**config.mk**
```make
export PLATFORM = sky130hd
export DESIGN_NAME = ctrl_frame_tx_engine
export DESIGN_NICKNAME = d
export VERILOG_FILES = /design/src/rtl/ctrl_frame_tx_engine.sv
export SDC_FILE = /design/constraint.sdc
export NUM_CORES = 1
export LEC_CHECK = 0
export CAP_MARGIN = 10
export CORE_MARGIN = 2
export CORE_UTILIZATION = 55
export CTS_CLUSTER_DIAMETER = 100
export DETAILED_ROUTE_END_ITERATION = 6
export DONT_BUFFER_PORTS = 1
export PLACE_DENSITY = 0.7
export SKIP_LAST_GASP = 1
export SYNTH_ARGS = -nofsm -noshare
export SYNTH_HDL_FRONTEND = slang
export SYNTH_SLANG_ARGS = --single-unit
```
**constraint.sdc**
```tcl
create_clock -name clk -period 3 [get_ports clk]
set_input_delay 0.3 -clock clk [delete_from_list [all_inputs] [get_ports clk]]
set_output_delay 0.3 -clock clk [all_outputs]
set_load 0.05 [all_outputs]
```
**src/rtl/ctrl_frame_tx_engine.sv**
```systemverilog
// ctrl_frame_tx_engine: streams a RAM-held control frame byte-by-byte into a subset of PHY-TX FIFOs
module ctrl_frame_tx_engine #(
    parameter int NPORTS = 4,
    parameter int RAM_AW = 4,
    localparam int LEN_W = RAM_AW + 2
) (
    input  logic              clk,
    input  logic              arst,
    input  logic              iomem_valid,
    output logic              iomem_ready,
    input  logic [3:0]        iomem_wstrb,
    input  logic [31:0]       iomem_addr,
    input  logic [31:0]       iomem_wdata,
    output logic [31:0]       iomem_rdata,
    input  logic [3:0]        cfg_we,
    input  logic [31:0]       cfg_di,
    output logic [31:0]       cfg_do,
    output logic [7:0]        fifo_din,
    output logic              fifo_del,
    input  logic [NPORTS-1:0] fifo_afull,
    output logic [NPORTS-1:0] fifo_wren,
    output logic              irq
);
    typedef enum logic [1:0] {IDLE, WAIT, TX, END} state_t;
    state_t state_q, state_d;
    logic [LEN_W-1:0] cnt_q, cnt_d, len_q, len_d;
    logic [NPORTS-1:0] mask_q, mask_d, wren_q, wren_d;
    logic [7:0] din_q, din_d, frame_byte;
    logic del_q, del_d, done_q, done_d, aborted_q, aborted_d, irq_en_q, irq_en_d;
    logic ready_q, ready_d;
    logic [31:0] rdata_q, rdata_d, word;
    logic [31:0] mem_q [2**RAM_AW];
    logic [RAM_AW-1:0] widx;
    logic busy, tx_req, abort_req, blocked, bus_req, unused_ok;

    assign busy       = state_q != IDLE;
    assign tx_req     = cfg_we[3] & cfg_di[31];
    assign abort_req  = cfg_we[3] & cfg_di[28];
    assign blocked    = |(fifo_afull & mask_q);
    assign bus_req    = iomem_valid & ~ready_q;
    assign widx       = iomem_addr[RAM_AW+1:2];
    assign word       = mem_q[cnt_q[LEN_W-1:2]];
    assign frame_byte = word[{~cnt_q[1:0], 3'b000} +: 8];
    assign ready_d    = bus_req;
    assign rdata_d    = bus_req ? mem_q[widx] : rdata_q;
    assign unused_ok  = ^{iomem_addr, cfg_di, cfg_we};

    assign iomem_ready = ready_q;
    assign iomem_rdata = rdata_q;
    assign fifo_din    = din_q;
    assign fifo_del    = del_q;
    assign fifo_wren   = wren_q;
    assign irq         = done_q & irq_en_q;

    // Config/status readback assembled from the live registers
    always_comb begin
        cfg_do = '0;
        cfg_do[30] = ~busy;
        cfg_do[29] = busy;
        cfg_do[27] = done_q;
        cfg_do[26] = aborted_q;
        cfg_do[25] = irq_en_q;
        cfg_do[16 +: NPORTS] = mask_q;
        cfg_do[LEN_W-1:0] = len_q;
    end

    // RW config fields take byte-lane writes only while idle, so they double as the frame's latched mask/len
    always_comb begin
        mask_d = (cfg_we[2] && !busy) ? cfg_di[16 +: NPORTS] : mask_q;
        irq_en_d = (cfg_we[3] && !busy) ? cfg_di[25] : irq_en_q;
        len_d = len_q;
        for (int i = 0; i < LEN_W; i++)
            len_d[i] = (cfg_we[i/8] && !busy) ? cfg_di[i] : len_q[i];
    end

    // Frame sequencer: abort beats everything in WAIT/TX, afull stalls the current byte without advancing
    always_comb begin
        state_d = state_q;
        cnt_d = cnt_q;
        wren_d = '0;
        din_d = din_q;
        del_d = del_q;
        done_d = done_q & ~(cfg_we[3] & cfg_di[27]);
        aborted_d = aborted_q & ~(cfg_we[3] & cfg_di[26]);
        case (state_q)
            IDLE: begin
                if (tx_req && !abort_req && mask_d != '0) begin
                    state_d = WAIT;
                    cnt_d = '0;
                end
            end
            WAIT: begin
                if (abort_req) begin
                    state_d = END;
                    done_d = 1'b1;
                    aborted_d = 1'b1;
                end else if (!blocked) begin
                    state_d = TX;
                end
            end
            TX: begin
                if (abort_req) begin
                    state_d = END;
                    done_d = 1'b1;
                    aborted_d = 1'b1;
                end else if (!blocked) begin
                    wren_d = mask_q;
                    din_d = frame_byte;
                    del_d = cnt_q == len_q;
                    state_d = (cnt_q == len_q) ? END : TX;
                    cnt_d = (cnt_q == len_q) ? cnt_q : cnt_q + 1'b1;
                end
            end
            default: begin
                state_d = IDLE;
                done_d = 1'b1;
            end
        endcase
    end

    // State, config and output registers
    always_ff @(posedge clk or posedge arst) begin
        if (arst) begin
            state_q   <= IDLE;
            cnt_q     <= '0;
            len_q     <= '0;
            mask_q    <= '0;
            wren_q    <= '0;
            din_q     <= '0;
            del_q     <= 1'b0;
            done_q    <= 1'b0;
            aborted_q <= 1'b0;
            irq_en_q  <= 1'b0;
            ready_q   <= 1'b0;
            rdata_q   <= '0;
        end else begin
            state_q   <= state_d;
            cnt_q     <= cnt_d;
            len_q     <= len_d;
            mask_q    <= mask_d;
            wren_q    <= wren_d;
            din_q     <= din_d;
            del_q     <= del_d;
            done_q    <= done_d;
            aborted_q <= aborted_d;
            irq_en_q  <= irq_en_d;
            ready_q   <= ready_d;
            rdata_q   <= rdata_d;
        end
    end

    // Frame RAM is deliberately unreset; writes while a frame is in flight are dropped
    always_ff @(posedge clk) begin
        if (bus_req && !busy)
            for (int b = 0; b < 4; b++)
                if (iomem_wstrb[b]) mem_q[widx][8*b +: 8] <= iomem_wdata[8*b +: 8];
    end
endmodule

```
==> results.sh, run 1 <==
export IMPL_synth_area_mux_share=0.252
export IMPL_hold_path_class="input port to flip-flop"
export IMPL_final_cell_mix="512 x edfxtp_1, 224 x mux4_2, 120 x mux2i_1"
export IMPL_synth_xor_area_frac=0.00195
export IMPL_seq_power_share=0.450
export IMPL_register_area_mm2=0.0171
export IMPL_hold_buffers=52
export IMPL_insertion_delay_ns=0.62
export IMPL_grt_pass1_vias=15500
export IMPL_synth_compound_area_frac=0.0425
export IMPL_p_leak_uw=0.00999
export IMPL_maxSlewHeadroom=0.296
export IMPL_grt_pass1_wl_um=102000
export IMPL_cts_sinks=579
export IMPL_gp_congestion=0.863
export IMPL_power_frac_comb=0.226
export IMPL_ctsResizeCount=0
export IMPL_worstSetupStartpointType="flip-flop"
export IMPL_internal_power_uw=15900
export IMPL_layout_drive_gt1_share=0.288
export IMPL_core_area_mm2=0.0486
export IMPL_status="finished clean"
export IMPL_area_growth_pct=13.3
export IMPL_multi_input_area_mm2=0.00915
export IMPL_powerDensity_mw_per_mm2=756
export IMPL_final_nets=1710
export IMPL_h_tree_depth=2
export IMPL_clk_pin_slew_worst_paths_ns=0.06
export IMPL_drv_slew=0
export IMPL_synth_top_family_by_area="multiplexers"
export IMPL_fin_crit_sh=0.866
export IMPL_worstPathRequired_ns=3.31
export IMPL_cts_post_setup_buffers_inserted=0
export IMPL_crit_path_end_kind="flip-flop"
export IMPL_async_flop_share=0.116
export IMPL_synth_avg_cell_area_um2=18.2
export IMPL_synth_top_area_frac=0.572
export IMPL_grt_max_degree=136
export IMPL_grtUsageTotal=0.278
export IMPL_root_buffer="clkbuf_16"
export IMPL_switchingPower_uw=7190
export IMPL_maxCapViolCount=0
export IMPL_ir_worst_vdd_uv=491
export IMPL_setup_tns_ns=0
export IMPL_synth_flop_cell="edfxtp_1"
export IMPL_clock_power_share=0.324
export IMPL_wire_per_inst_um=30.7
export IMPL_netlist_area_mm2=0.0269
export IMPL_drtPass1Iterations=7
export IMPL_drc=0
export IMPL_rows=81
export IMPL_synthSimpleGateAreaFrac=0.0387
export IMPL_path_max_fanout=16
export IMPL_synth_area_leaders="edfxtp_1 57%, mux4_2 19%, dfrtp_1 6.2%"
export IMPL_synth_edf_count=512
export IMPL_final_common_cell="edfxtp_1"
export IMPL_vias=15400
export IMPL_ys_warn_count=0
export IMPL_start_util=0.553
export IMPL_route_met2_wl_um=33400
export IMPL_switching_share=0.312
export IMPL_numCtsBuffers=59
export IMPL_clockBufferDepth=3
export IMPL_antenna_found_initial=3
export IMPL_fin_ws_ns=0.403
export IMPL_max_freq_ghz=0.385
export IMPL_period_minus_slack_ns=2.60
export IMPL_die_area_mm2=0.0507
export IMPL_cts_tree="yes"
export IMPL_design_area_mm2=0.0305
export IMPL_ys_ff_latch=579
export IMPL_top_layer_used="met5"
export IMPL_gr_total_overflow=0
export IMPL_ios=190
export IMPL_ys_seq_area_frac=0.634
export IMPL_dp_hpwl_um=44200
export IMPL_pre_cts_ws_ns=0.504
export IMPL_grt_setup_unrepaired="false"
export IMPL_antenna_left=0
export IMPL_synthCells=1481
export IMPL_die_y_um=225
export IMPL_setup_viol=0
export IMPL_finClkSkew_ns=0.0220
export IMPL_io_buffers=0
export IMPL_die_w_um=225
export IMPL_placed_area_mm2=0.0280
export IMPL_drt_met1_wl_um=26400
export IMPL_route_detailed_vias_per_inst=6.78
export IMPL_yosys_area_top_type="edfxtp_1"
export IMPL_synth_cell_types=62
export IMPL_first_iter_violations=1814
export IMPL_dr_wl_met3_um=7230
export IMPL_hold_ws_ns=0.0250
export IMPL_synthAdderAreaFrac=0.00233
export IMPL_cp_arrival_ns=2.91
export IMPL_wirelength_um=69500
export IMPL_finalHoldViolations=0
export IMPL_nFillCells=3406
export IMPL_worst_slew_pin_slew_ns=1.05
export IMPL_critPathKind="flip-flop to flip-flop"
-- flip-flops by register name, summed over array words and instances (netlist names) --
name         count
aborted_q        1
cnt_q            6
done_q           1
fifo_del         1
fifo_din         8
fifo_wren        4
iomem_rdata     32
iomem_ready      1
irq_en_q         1
len_q            6
mask_q           4
mem_q          512
state_q          2
-- power by group through the flow --
stage | clock network, uW | logic (uW) | registers [uW]
after CTS | 7580 | 5160 | 10400
after floorplan | 0 | 3930 | 10200
final | 7460 | 5210 | 10400
after detailed placement | 0 | 4940 | 10600
after global routing | 7890 | 5480 | 10400
after global placement | 0 | 4870 | 10500
-- routing by layer --
layer | track usage | vias to the layer above
li1 | - | 6382
met1 | 0.381 | 7972
met5 | 0 | -
met4 | 0.101 | 4
met2 | 0.445 | 874
met3 | 0.0605 | 138
-- cell type report --
type,count,share of cell area
Clock buffer,78,0.0538
Tap cell,622,0.0255
Sequential cell,579,0.560
Multi-Input combinational cell,776,0.300
Clock inverter,33,0.0116
Inverter,14,0.00177
Timing Repair Buffer,164,0.0471
Antenna cell,1,0.0000821
-- critical path, stage by stage (launching register included) --
cell,delay (ns)
dfrtp_1,0.41
inv_1,0.09
ha_1,0.52
nand3_1,0.66
nor2_1,0.34
buf_4,0.24
-- per-stage QoR --
stage / utilization / instances / power (uW)
floorplan: - / 1497 / 14200
global placement: 0.575 / 2103 / 15400
detailed placement: 0.575 / 2103 / 15500
CTS: 0.626 / 2266 / 23100
global route: 0.626 / 2267 / 23800
finish: 0.626 / 2267 / 23100
-- cells by family after synthesis --
| group | count (synthesis) |
|---|---|
| flip-flops | 579 |
| multiplexers | 388 |
| AND/OR/NAND/NOR | 215 |
| AO/OA/AOI/OAI | 145 |
| buffers and inverters | 142 |
| XOR/XNOR | 6 |
| adder cells (fa/ha/maj) | 5 |
| other | 1 |
-- final timing paths --
kind                                from         endpoint  slack, ns  depth (start not counted)
max                           state_q[0]     mem_q[6][28]       0.40                          5
min                        iomem_addr[5]  iomem_rdata[28]       0.03                          2
max reg2reg                   state_q[0]     mem_q[6][28]       0.40                          5
min reg2reg                   state_q[1]       state_q[1]       0.57                          1
max in group asynchronous           arst         cnt_q[2]       2.12                          3
min in group asynchronous           arst  iomem_rdata[26]       0.11                          2
-- synthesized netlist by cell type, types with 6 or more instances --
cell type	count
buf_6	6
or3_1	8
o22ai_1	24
nand2_1	30
mux4_2	224
mux2_4	10
clkbuf_1	47
mux2i_1	120
buf_4	27
nor2b_1	24
a22o_1	16
mux2_1	12
a211oi_1	8
a221o_1	8
xor2_1	6
inv_1	13
a32oi_1	14
buf_1	8
nand3_1	17
dfrtp_1	67
mux2_2	22
nor4_1	19
a221oi_1	17
edfxtp_1	512
a22oi_1	20
buf_2	37
a2111oi_0	8
a21o_1	7
nor2_1	96
Power figures use the tool's default switching activity.
==> run 2, diff against run 1 <==
--- a/config.mk
+++ b/config.mk
@@ -7,12 +7,13 @@
 export LEC_CHECK = 0
 export CAP_MARGIN = 10
 export CORE_MARGIN = 2
-export CORE_UTILIZATION = 55
+export CORE_UTILIZATION = 45
 export CTS_CLUSTER_DIAMETER = 100
 export DETAILED_ROUTE_END_ITERATION = 6
 export DONT_BUFFER_PORTS = 1
-export PLACE_DENSITY = 0.7
+export SETUP_SLACK_MARGIN = 0.15
 export SKIP_LAST_GASP = 1
 export SYNTH_ARGS = -nofsm -noshare
 export SYNTH_HDL_FRONTEND = slang
 export SYNTH_SLANG_ARGS = --single-unit
+export TNS_END_PERCENT = 30
==> run 2 against run 1 <==
  * Register-to-register slack gained 0.02 ns
  * Largest power group unchanged
  * Global-route usage decreased by 4.4 points
  * Highest routed layer unchanged
  * Routed wire length increased by 4.4%
  * Critical endpoint is now fifo_din[4]
  * Clock skew decreased by 0.0082 ns
  * Critical path type unchanged
==> results.sh, run 2 (same netlist as run 1, synthesis figures left out) <==
export IMPL_status="finished clean"
export IMPL_wire_per_inst_um=29.9
export IMPL_setup_viol=0
export IMPL_multi_input_area_mm2=0.00915
export IMPL_grtUsageTotal=0.234
export IMPL_top_register="mem_q"
export IMPL_rows=89
export IMPL_vias=15200
export IMPL_clockBufferDepth=3
export IMPL_powerDensity_mw_per_mm2=757
export IMPL_grt_setup_unrepaired="false"
export IMPL_numCtsBuffers=61
export IMPL_gr_total_overflow=0
export IMPL_setup_tns_ns=0
export IMPL_pre_cts_ws_ns=0.488
export IMPL_route_detailed_vias_per_inst=6.27
export IMPL_drv_slew=0
export IMPL_critPathKind="flip-flop to flip-flop"
export IMPL_switchingPower_uw=7320
export IMPL_core_area_mm2=0.0590
export IMPL_wirelength_um=72500
export IMPL_start_util=0.456
export IMPL_largest_reg_flops=512
export IMPL_maxCapViolCount=0
export IMPL_cp_arrival_ns=3.12
export IMPL_hold_path_class="input port to flip-flop"
export IMPL_placed_cells=2255
export IMPL_final_cells=2426
export IMPL_cts_post_setup_buffers_inserted=0
export IMPL_die_w_um=248
export IMPL_gp_congestion=0.846
export IMPL_switching_share=0.315
export IMPL_maxSlewHeadroom=0.290
export IMPL_crit_chain="buf_4 > mux2i_1 > a22o_1 > a221oi_1 > a32oi_1 > a32oi_1"
export IMPL_crit_path_end_kind="flip-flop"
export IMPL_design_area_mm2=0.0307
export IMPL_register_area_mm2=0.0171
export IMPL_internal_power_uw=15900
export IMPL_period_minus_slack_ns=2.58
export IMPL_area_growth_pct=14.3
export IMPL_cts_tree="yes"
export IMPL_ir_worst_vdd_uv=790
export IMPL_worstPathRequired_ns=3.54
export IMPL_antenna_found_initial=5
export IMPL_clk_pin_slew_worst_paths_ns=0.06
export IMPL_grt_max_degree=136
export IMPL_power_frac_comb=0.224
export IMPL_dp_hpwl_um=46600
export IMPL_path_max_fanout=30
export IMPL_worst_slew_pin_slew_ns=1.06
export IMPL_slowest_delay_ns=0.78
export IMPL_insertion_delay_ns=0.63
export IMPL_nFillCells=4747
export IMPL_final_common_cell="edfxtp_1"
export IMPL_root_buffer="clkbuf_16"
export IMPL_final_nets=1716
export IMPL_first_iter_violations=1738
export IMPL_cts_sinks=579
export IMPL_worstSetupStartpointType="flip-flop"
export IMPL_grt_pass1_wl_um=106000
export IMPL_finalHoldViolations=0
export IMPL_drc=0
export IMPL_die_area_mm2=0.0617
export IMPL_cp_common_cell="a32oi_1"
export IMPL_max_freq_ghz=0.387
export IMPL_p_leak_uw=0.0100
export IMPL_finClkSkew_ns=0.0138
export IMPL_fin_crit_sh=0.861
export IMPL_h_tree_depth=2
export IMPL_grt_pass1_vias=15700
export IMPL_seq_power_share=0.449
export IMPL_drtPass1Iterations=5
export IMPL_die_y_um=248
export IMPL_io_buffers=0
export IMPL_cpMaxStageDelayCell="dfrtp_4"
export IMPL_layout_drive_gt1_share=0.284
export IMPL_power_uw=23300
export IMPL_antenna_left=0
export IMPL_final_cell_mix="512 x edfxtp_1, 224 x mux4_2, 120 x mux2i_1"
export IMPL_fin_ws_ns=0.418
export IMPL_ios=190
export IMPL_placed_area_mm2=0.0282
export IMPL_clock_power_share=0.327
## run 2: final timing paths
kind / from / end / slack [ns] / cells past startpoint
setup / recovery: cnt_q[3] / fifo_din[4] / 0.42 / 6
hold / removal: iomem_addr[5] / iomem_rdata[18] / 0.02 / 2
setup reg to reg: cnt_q[3] / fifo_din[4] / 0.42 / 6
hold reg to reg: mask_q[3] / fifo_wren[3] / 0.57 / 2
max in group asynchronous: arst / iomem_rdata[10] / 2.03 / 3
min in group asynchronous: arst / iomem_rdata[28] / 0.23 / 2
## run 2: power groups by stage
stage	Clock [uW]	Sequential, uW	Combinational (uW)
floorplan	0	10200	3930
global placement	0	10600	4910
detailed placement	0	10600	4950
CTS	7730	10500	5190
global route	8040	10500	5530
finish	7600	10400	5210
## run 2: per-stage QoR
stage,util,hold slack [ns]
after floorplan,-,0.399
after global placement,0.477,0.284
after detailed placement,0.477,0.285
after CTS,0.521,0.00106
after global routing,0.521,0.0171
final,0.521,0.0224
## run 2: repair_timing
item / in CTS / in global routing
hold endpoints to repair: 573 / 0
gates resized for setup: 0 / 0
hold buffers: 55 / 0
## run 2: worst max-delay path, delay by kind of cell (launching register included)
family                 cells  cell delay (ns)
DFF                        1             0.78
muxes                      1             0.12
AOI/OAI and AO/OA          4             1.17
buffers and inverters      1             0.40
## run 2: final cells by class
class	count	share of cell area
flip-flops and latches	579	0.555
inverters	14	0.00179
well taps	773	0.0315
diodes	3	0.000244
clock buffers	80	0.0540
multi-input cells	776	0.298
repair buffers	168	0.0480
clock inverters	33	0.0116
## run 2: per-layer routing
| layer | up-vias | part of all wire | global-route usage |
|---|---|---|---|
| met1 | 7995 | 0.41 | 0.322 |
| met2 | 671 | 0.48 | 0.375 |
| li1 | 6397 | - | - |
| met4 | 4 | 0.030 | 0.0773 |
| met5 | - | 0.0013 | 0.0124 |
| met3 | 133 | 0.081 | 0.0461 |
